### src/rtl/timer_pkg.sv
// Shared clocking constants and helpers for time-base blocks such as timer.
// Instantiators can derive a tick period in clocks as CLK_HZ * period_seconds.
package timer_pkg;

  // System clock frequency in Hz.
  localparam int unsigned CLK_HZ = 32'd50_000_000;

  // Terminal count for a period of cyc clocks; a period of 0 behaves as 1.
  function automatic logic [31:0] last_count(input logic [31:0] cyc);
    logic [31:0] last;
    if (cyc == 32'd0) begin
      last = 32'd0;
    end else begin
      last = cyc - 32'd1;
    end
    return last;
  endfunction

endpackage : timer_pkg

### src/rtl/timer.sv
// Free-running periodic tick generator: divides clk by `cycle` and emits a
// registered one-clock pulse `cy` once per period. `count` exposes the phase.
module timer
  import timer_pkg::*;
#(
  parameter logic [31:0] cycle = 32'd50_000_000,
  parameter int          WIDTH = 32
) (
  input  logic             clk,
  input  logic             rst,
  output logic             cy,
  output logic [WIDTH-1:0] count
);

  // Last counter value of a period; cycle==0 collapses to a period of 1.
  localparam logic [WIDTH-1:0] LAST = WIDTH'(last_count(cycle));
  localparam logic [WIDTH-1:0] ONE  = WIDTH'(1);

  logic [WIDTH-1:0] cnt_q, cnt_d;
  logic             cy_q,  cy_d;

  // Next-state: wrap to zero and fire the pulse at the terminal count.
  // The >= compare also recovers cleanly should the counter ever be upset
  // beyond LAST, instead of running the full WIDTH range.
  always_comb begin
    cnt_d = cnt_q;
    cy_d  = 1'b0;
    if (cnt_q >= LAST) begin
      cnt_d = '0;
      cy_d  = 1'b1;
    end else begin
      cnt_d = cnt_q + ONE;
      cy_d  = 1'b0;
    end
  end

  // State registers with synchronous, dominant reset.
  always_ff @(posedge clk) begin
    if (rst) begin
      cnt_q <= '0;
      cy_q  <= 1'b0;
    end else begin
      cnt_q <= cnt_d;
      cy_q  <= cy_d;
    end
  end

  assign cy    = cy_q;
  assign count = cnt_q;

endmodule : timer

### config.mk
export PLATFORM = sky130hd
export DESIGN_NAME = timer
export DESIGN_NICKNAME = d
export VERILOG_FILES = /design/src/rtl/timer_pkg.sv /design/src/rtl/timer.sv
export SDC_FILE = /design/constraint.sdc
export NUM_CORES = 1
export LEC_CHECK = 0
export ABC_AREA = 1
export CORE_UTILIZATION = 45
export DETAILED_ROUTE_END_ITERATION = 8
export PLACE_DENSITY = 0.74
export SLEW_MARGIN = 20
export SYNTH_ARGS = -nofsm -noshare
export SYNTH_HDL_FRONTEND = slang
export SYNTH_SLANG_ARGS = --single-unit
### constraint.sdc
create_clock -name clk -period 1.4 [get_ports clk]
set_input_delay 0.21 -clock clk [delete_from_list [all_inputs] [get_ports clk]]
set_output_delay 0.21 -clock clk [all_outputs]
set_load 0.05 [all_outputs]
## After elaboration in Yosys (flattened, before gate mapping)

Index checks and enable logic that the tools add are counted.

- Bits in registers: 33
- Bits in latches: 0
- RAM bits: 0
- Bits in read-only memories: 0
- Input bits: 2
- Output and inout port bits: 33
- Word-level logic and storage cells: 6
- Memories: 0

- Add/subtract/negate cells: 1
- Multiply operators: 0
- Div/mod/pow operators: 0
- Order comparisons: 1
- Equal/unequal tests: 0
- Shift-type cells: 0
- Muxes and demuxes: 1
- Bitwise operators: 0
- Reductions and logical operators: 1

Operators by type and width:

| cell | count |
|---|---|
| 32-bit by 1-bit adder with 32-bit output, second input constant | 1 |
| 32-bit by 26-bit greater-or-equal comparator with 1-bit output, second input constant | 1 |
| 2-bit OR reduction | 1 |
| 1-bit two-way mux | 1 |

## Logic depth before layout (Yosys ltp)

- Depth in word-level cells: 2
- Mapped depth: 11
- Gate-level depth less buffers: 10

## Least setup slack after synthesis

No wires, ideal clock.

- Kind: reg2reg
- Start: reg cnt_q[0], in the netlist count[0]
- End: reg cnt_q[9], in the netlist count[9]
- Library setup time: 0.121 ns
- Data arrival time: 1.795 ns
- Required time: 1.279 ns
- Slack: -0.516 ns
- Stages on the path, launching flop included: 12
- Buffers on the path: 1
- Clock period less this slack: 1.916 ns
- Path through: dfxtp_1 ha_1 nand2_2 nor2_4 nand2_1 nand2_1 nand3_2 nand2_2 nor2_4 inv_4 buf_12 nor2_4

- Word-level cells in the longest chain between the ends: 2
- Elaborated cells on any way between the ends: 3
- Classes of those cells: add/sub (1); order compare (1); reduce/logical (1)

Ends and longest elaborated chain:

| what | line | RTL |
|---|---|---|
| from (decl) | timer.sv:19 | `logic [WIDTH-1:0] cnt_q, cnt_d;` |
| from (signal assigned) | timer.sv:43 | `cnt_q <= cnt_d;` |
| 32-bit by 26-bit greater-or-equal comparator with 1-bit output | timer.sv:28 | `if (cnt_q >= LAST) begin` |
| 2-bit OR reduction (no source line) | n/a |  |

Several ways; a longest one is shown, not always the timed one.
A chain may end at the register's enable or synchronous reset.

## Worst setup path after layout

- Start: reg cnt_q[8], in the netlist count[8]
- End: reg cnt_q[22], in the netlist count[22]

Same word-level chain as after synthesis.

==> impl_metrics.json <==
{
  "status": "finished with violations",
  "violations": "setup timing",
  "area_growth_pct": 79.5,
  "ys_warn_count": 0,
  "hold_end": "count[0]",
  "power.share.clock_pct": 40.1,
  "cts_buffers": 5,
  "synth_seq_cells": 33,
  "wl_mm": 4.89,
  "fin_nets": 297,
  "switchingPower_mw": 0.435,
  "clkTransAtPathRegs_ns": 0.07,
  "leakagePower_nw": 1.15,
  "layout.cells.non_filler": 341,
  "dpl.cell_count": 329,
  "antenna_cells": 0,
  "cp-start-kind": "flop",
  "syn_inst": 207,
  "crit_type": "flop to flop",
  "grt_pass1_wl_mm": 6.92,
  "wl_per_cell_microns": 14.3,
  "avgSynthCellArea_sq_um": 8.00,
  "rsz0062_at_grt": "true",
  "drive_gt1_share_pct": 54.2,
  "firstDrtPassIters": 6,
  "synthTopCellsByCount": "nand2_1, dfxtp_1, nor2_1, inv_1, nor2_2",
  "grt_max_degree": 12,
  "timing.final.crit_share_pct": 106,
  "seq_area_sq_um": 711,
  "multiInputGateArea_sq_um": 977,
  "cp_max_fo": 5,
  "setup_viol": 26,
  "worst_r2r_path_depth": 7,
  "yosysUniqueCellTypes": 25,
  "clk-insertion-delay-late_ns": 0.29,
  "pwr-share-comb_pct": 6.8,
  "period_minus_slack_ns": 1.48,
  "ant_nets": 0,
  "seqPwrFrac_pct": 53.1,
  "netlist_top_cells_area": "dfxtp_1, nand2_1, nor2_1",
  "synth_area_leader_cell": "dfxtp_1",
  "min_path_type": "flop to flop",
  "max_freq_ghz": 0.676,
  "ys.flop_type": "dfxtp_1",
  "r2r_start": "count[8]",
  "gp_congestion": 0.890,
  "via_per_inst": 4.93,
  "swShare_pct": 24.5,
  "synth-edff-count": 0,
  "overflow": 0,
  "cp.required_ns": 1.59,
  "synthArstFlopShare_pct": 0,
  "internal_power_mw": 1.34,
  "finClkSkew_ns": 0.00883,
  "die-height_microns": 62.7,
  "netlist.area_leader.share_pct": 39.9,
  "r2r-end": "count[22]",
  "drc": 0,
  "grt_pass1_vias": 1581,
  "dieArea_sq_um": 3930,
  "cts_tree": "done",
  "endpoint_kind": "flop",
  "fill_cells": 160,
  "netlist_area_sq_um": 1660,
  "start_util_pct": 48.1,
  "min_from": "count[0]",
  "chipWidth_microns": 62.7,
  "synth.most_common_cell": "nand2_1",
  "cap_violations": 0,
  "ff2ff_setup_slack_ns": -0.08,
  "ir_drop_mv": 0.806,
  "powerDensity_nw_per_um2": 597,
  "hold_depth": 2,
  "worstPathArrival_ns": 1.67,
  "gr-usage-all-layers_pct": 22.8,
  "hpwlAfterDp_mm": 3.27,
  "dp_slack_ns": -0.0480,
  "clockBufferDepth": 2,
  "hold_viol_final": 0,
  "clock-sinks": 33,
  "p_total_mw": 1.77,
  "antenna_found_initial": 0,
  "drt_iter0_markers": 77,
  "port_buffers": 34,
  "ioPinCount": 35,
  "whs_ns": 0.585,
  "cts_hold_buf": 0,
  "setup_slack_ns": -0.0792,
  "h-tree-depth": 2,
  "rows": 21,
  "seq_area_frac_synth_pct": 39.9,
  "root_buffer": "clkbuf_8",
  "vias": 1681,
  "core_sq_um": 3440,
  "drv_slew": 0
}
## layout make-up
class / instances / area share [%]
repair buffers: 77 / 35.1
flip-flops and latches: 33 / 23.9
clock inverters: 3 / 0.547
inverters: 25 / 3.32
well taps: 46 / 1.94
clock buffers: 5 / 2.31
multi-input cells: 152 / 32.9
## per-stage QoR
stage / util [%] / instance area (sq um) / setup TNS (ns)
global route: 86.4 / 2970 / -3.76
finish: 86.4 / 2970 / -1.32
floorplan: - / 1740 / -2.49
CTS: 82.8 / 2850 / -0.714
global placement: 79.8 / 2750 / 0
detailed placement: 79.8 / 2750 / -0.547
## cell usage in the layout (no fill, tap or decap), drive strengths merged
cell and count:
buf 75, nand3 12, nand3b 1, nand4 4, a21oi 1, clkinv 3, dfxtp 33, xor2 14
nor2 59, clkdlybuf4s50 1, xnor2 6, o21bai 1, clkbuf 6, o21ai 2, a31o 1, inv 25
ha 1, or2 1, nand2 41, conb 6, nor3b 1, nor3 1
## power by group through the flow
| stage | Combinational [mW] | Sequential (mW) | Clock, mW |
|---|---|---|---|
| CTS | 0.119 | 0.943 | 0.712 |
| detailed placement | 0.118 | 0.964 | 0 |
| finish | 0.120 | 0.943 | 0.711 |
| global route | 0.123 | 0.943 | 0.750 |
| floorplan | 0.00870 | 1.00 | 0 |
| global placement | 0.117 | 0.963 | 0 |
## registers in the layout, summed over array words and instances, names as in the netlist
register / flops
cy: 1
count: 32
## timing repair
item | in CTS | in global routing
pin swaps | 0 | 5
cloned | 0 | 1
resized for setup | 3 | 22
setup endpoints to repair | 24 | 25
buffers inserted | 1 | 2
## how the worst max path moves through the flow
stage | endpoint | from | slack [ns] | depth (start not counted)
after floorplan | count[9] | count[0] | -0.13 | 11
after global placement | count[12] | count[0] | 0.004 | 11
after detailed placement | count[5] | count[0] | -0.05 | 11
after CTS | count[5] | count[0] | -0.06 | 11
after global routing | count[22] | count[8] | -0.17 | 7
final | count[22] | count[8] | -0.08 | 7
## routing by layer
layer | routed length [microns] | track usage (%) | vias to the layer above
met3 | 210 | 6.57 | 16
met4 | 134 | 10.5 | 0
met1 | 1980 | 26.2 | 809
met5 | 0 | 0 | -
li1 | - | - | 803
met2 | 2570 | 38.9 | 53
## cell families after synthesis
kind of cell | share of synthesized area (%)
compound gates | 1.89
xor+xnor | 10.6
fa+ha+maj | 0.755
buf+inv | 8.23
flops | 39.9
other cells | 0.226
simple gates | 38.4
## worst max-delay path, cell delays in order (launching register included)
cell	delay [ns]
dfxtp_2	0.38
nand2_1	0.09
nor2_1	0.20
nand3_2	0.17
nor2_2	0.18
nand2_1	0.12
xor2_1	0.18
nor2_1	0.06
(Power assumes the default switching activity.)
==> patch (same flow settings) <==
Set the parameter `WIDTH` to 64 (it was 32).
--- a/src/rtl/timer.sv
+++ b/src/rtl/timer.sv
@@ -4,7 +4,7 @@
   import timer_pkg::*;
 #(
   parameter logic [31:0] cycle = 32'd50_000_000,
-  parameter int          WIDTH = 32
+  parameter int          WIDTH = 64
 ) (
   input  logic             clk,
   input  logic             rst,
Interface: changed (resized count); port bits go from 35 to 67. No check against the original RTL was run, so the function may have changed too.
==> patch against the original RTL <==
The run still ends with negative setup slack left; area after synthesis grew 46%; first-iteration DRC count grew to 5.6 times the old value; fmax shrank 20%; design area grew 66%; sequential cell count grew 32; count of clock-buffer cells in the layout grew 7; global-route usage grew 17 points; die area grew 45%; final cell count grew 53%; clock skew grew 0.012 ns; power grew 140%; sequential power grew 110%; routed wire length grew to 2.8 times the old value; setup slack lost 0.36 ns; critical path type unchanged; critical endpoint is now count[4]$_SDFF_PP0_.
==> patch: results <==
group,metric,value,unit
outcome,status,"finished with violations",
outcome,violations,"negative setup slack",
synth,yosys-top-cells-count,"dfxtp_1, nor2_1, nand2_1, inv_1, nand3_1",
clocking,cts_buffers,9,
cells_and_area,finalNonFillerCells,523,
cells_and_area,seqCellArea,0.00138,mm²
global_route,grt_use_met3,14.8,%
drt,totalWireLength,13800,µm
hold_path,worstHoldEndpoint,"cy$_SDFF_PP0_",
critical_path,r2r_setup_slack,-0.44,ns
placed_design,hpwl,5500,µm
timing,fin_ws,-0.441,ns
power,pwr-share-comb,13.6,%
critical_path,startpoint,"count[24]$_SDFF_PP0_",
placed_design,place_area,0.00430,mm²
critical_path,endpoint,"count[4]$_SDFF_PP0_",
global_route,grt_use_total,39.5,%
timing,fin_worst_skew,0.0212,ns
critical_path,critPathMaxStageDelay,0.36,ns
global_route,grt_use_met2,67.0,%
clocking,cts_setup_buffers,6,
global_route,grt_use_met1,42.6,%
cells_and_area,fillCellCount,116,
power,ir_drop,0.00122,V
timing,setup_viol,27,
cells_and_area,nNetsFinal,449,
patch: routing by layer:
layer / vias to the layer above / part of all wire, %
li1: 1158 / -
met1: 1366 / 32
met2: 340 / 45
met3: 132 / 14
met4: 0 / 9.0
met5: - / 0
patch: final cells by class:
| type | instances | area share [%] |
|---|---|---|
| well taps | 70 | 1.78 |
| multi-input cells | 226 | 28.8 |
| diodes | 3 | 0.153 |
| flip-flops and latches | 65 | 28.0 |
| repair buffers | 108 | 34.7 |
| clock inverters | 3 | 0.839 |
| clock buffers | 12 | 2.95 |
| inverters | 36 | 2.80 |
patch: cell families after synthesis:
group                      Yosys count  synth area share [%]
buffers and inverters               38                  6.51
and+or+nand+nor                    167                  31.8
adders and majority gates            1                 0.517
xor gates and xnor gates            20                  7.24
other                                1                 0.155
DFF                                 65                  53.7
patch: worst register-to-register path: cells and delay by family, from the launching register on:
| kind | cells | cell delay (ns) |
|---|---|---|
| flops | 1 | 0.36 |
| buf+inv | 3 | 0.41 |
| simple gates | 6 | 0.94 |
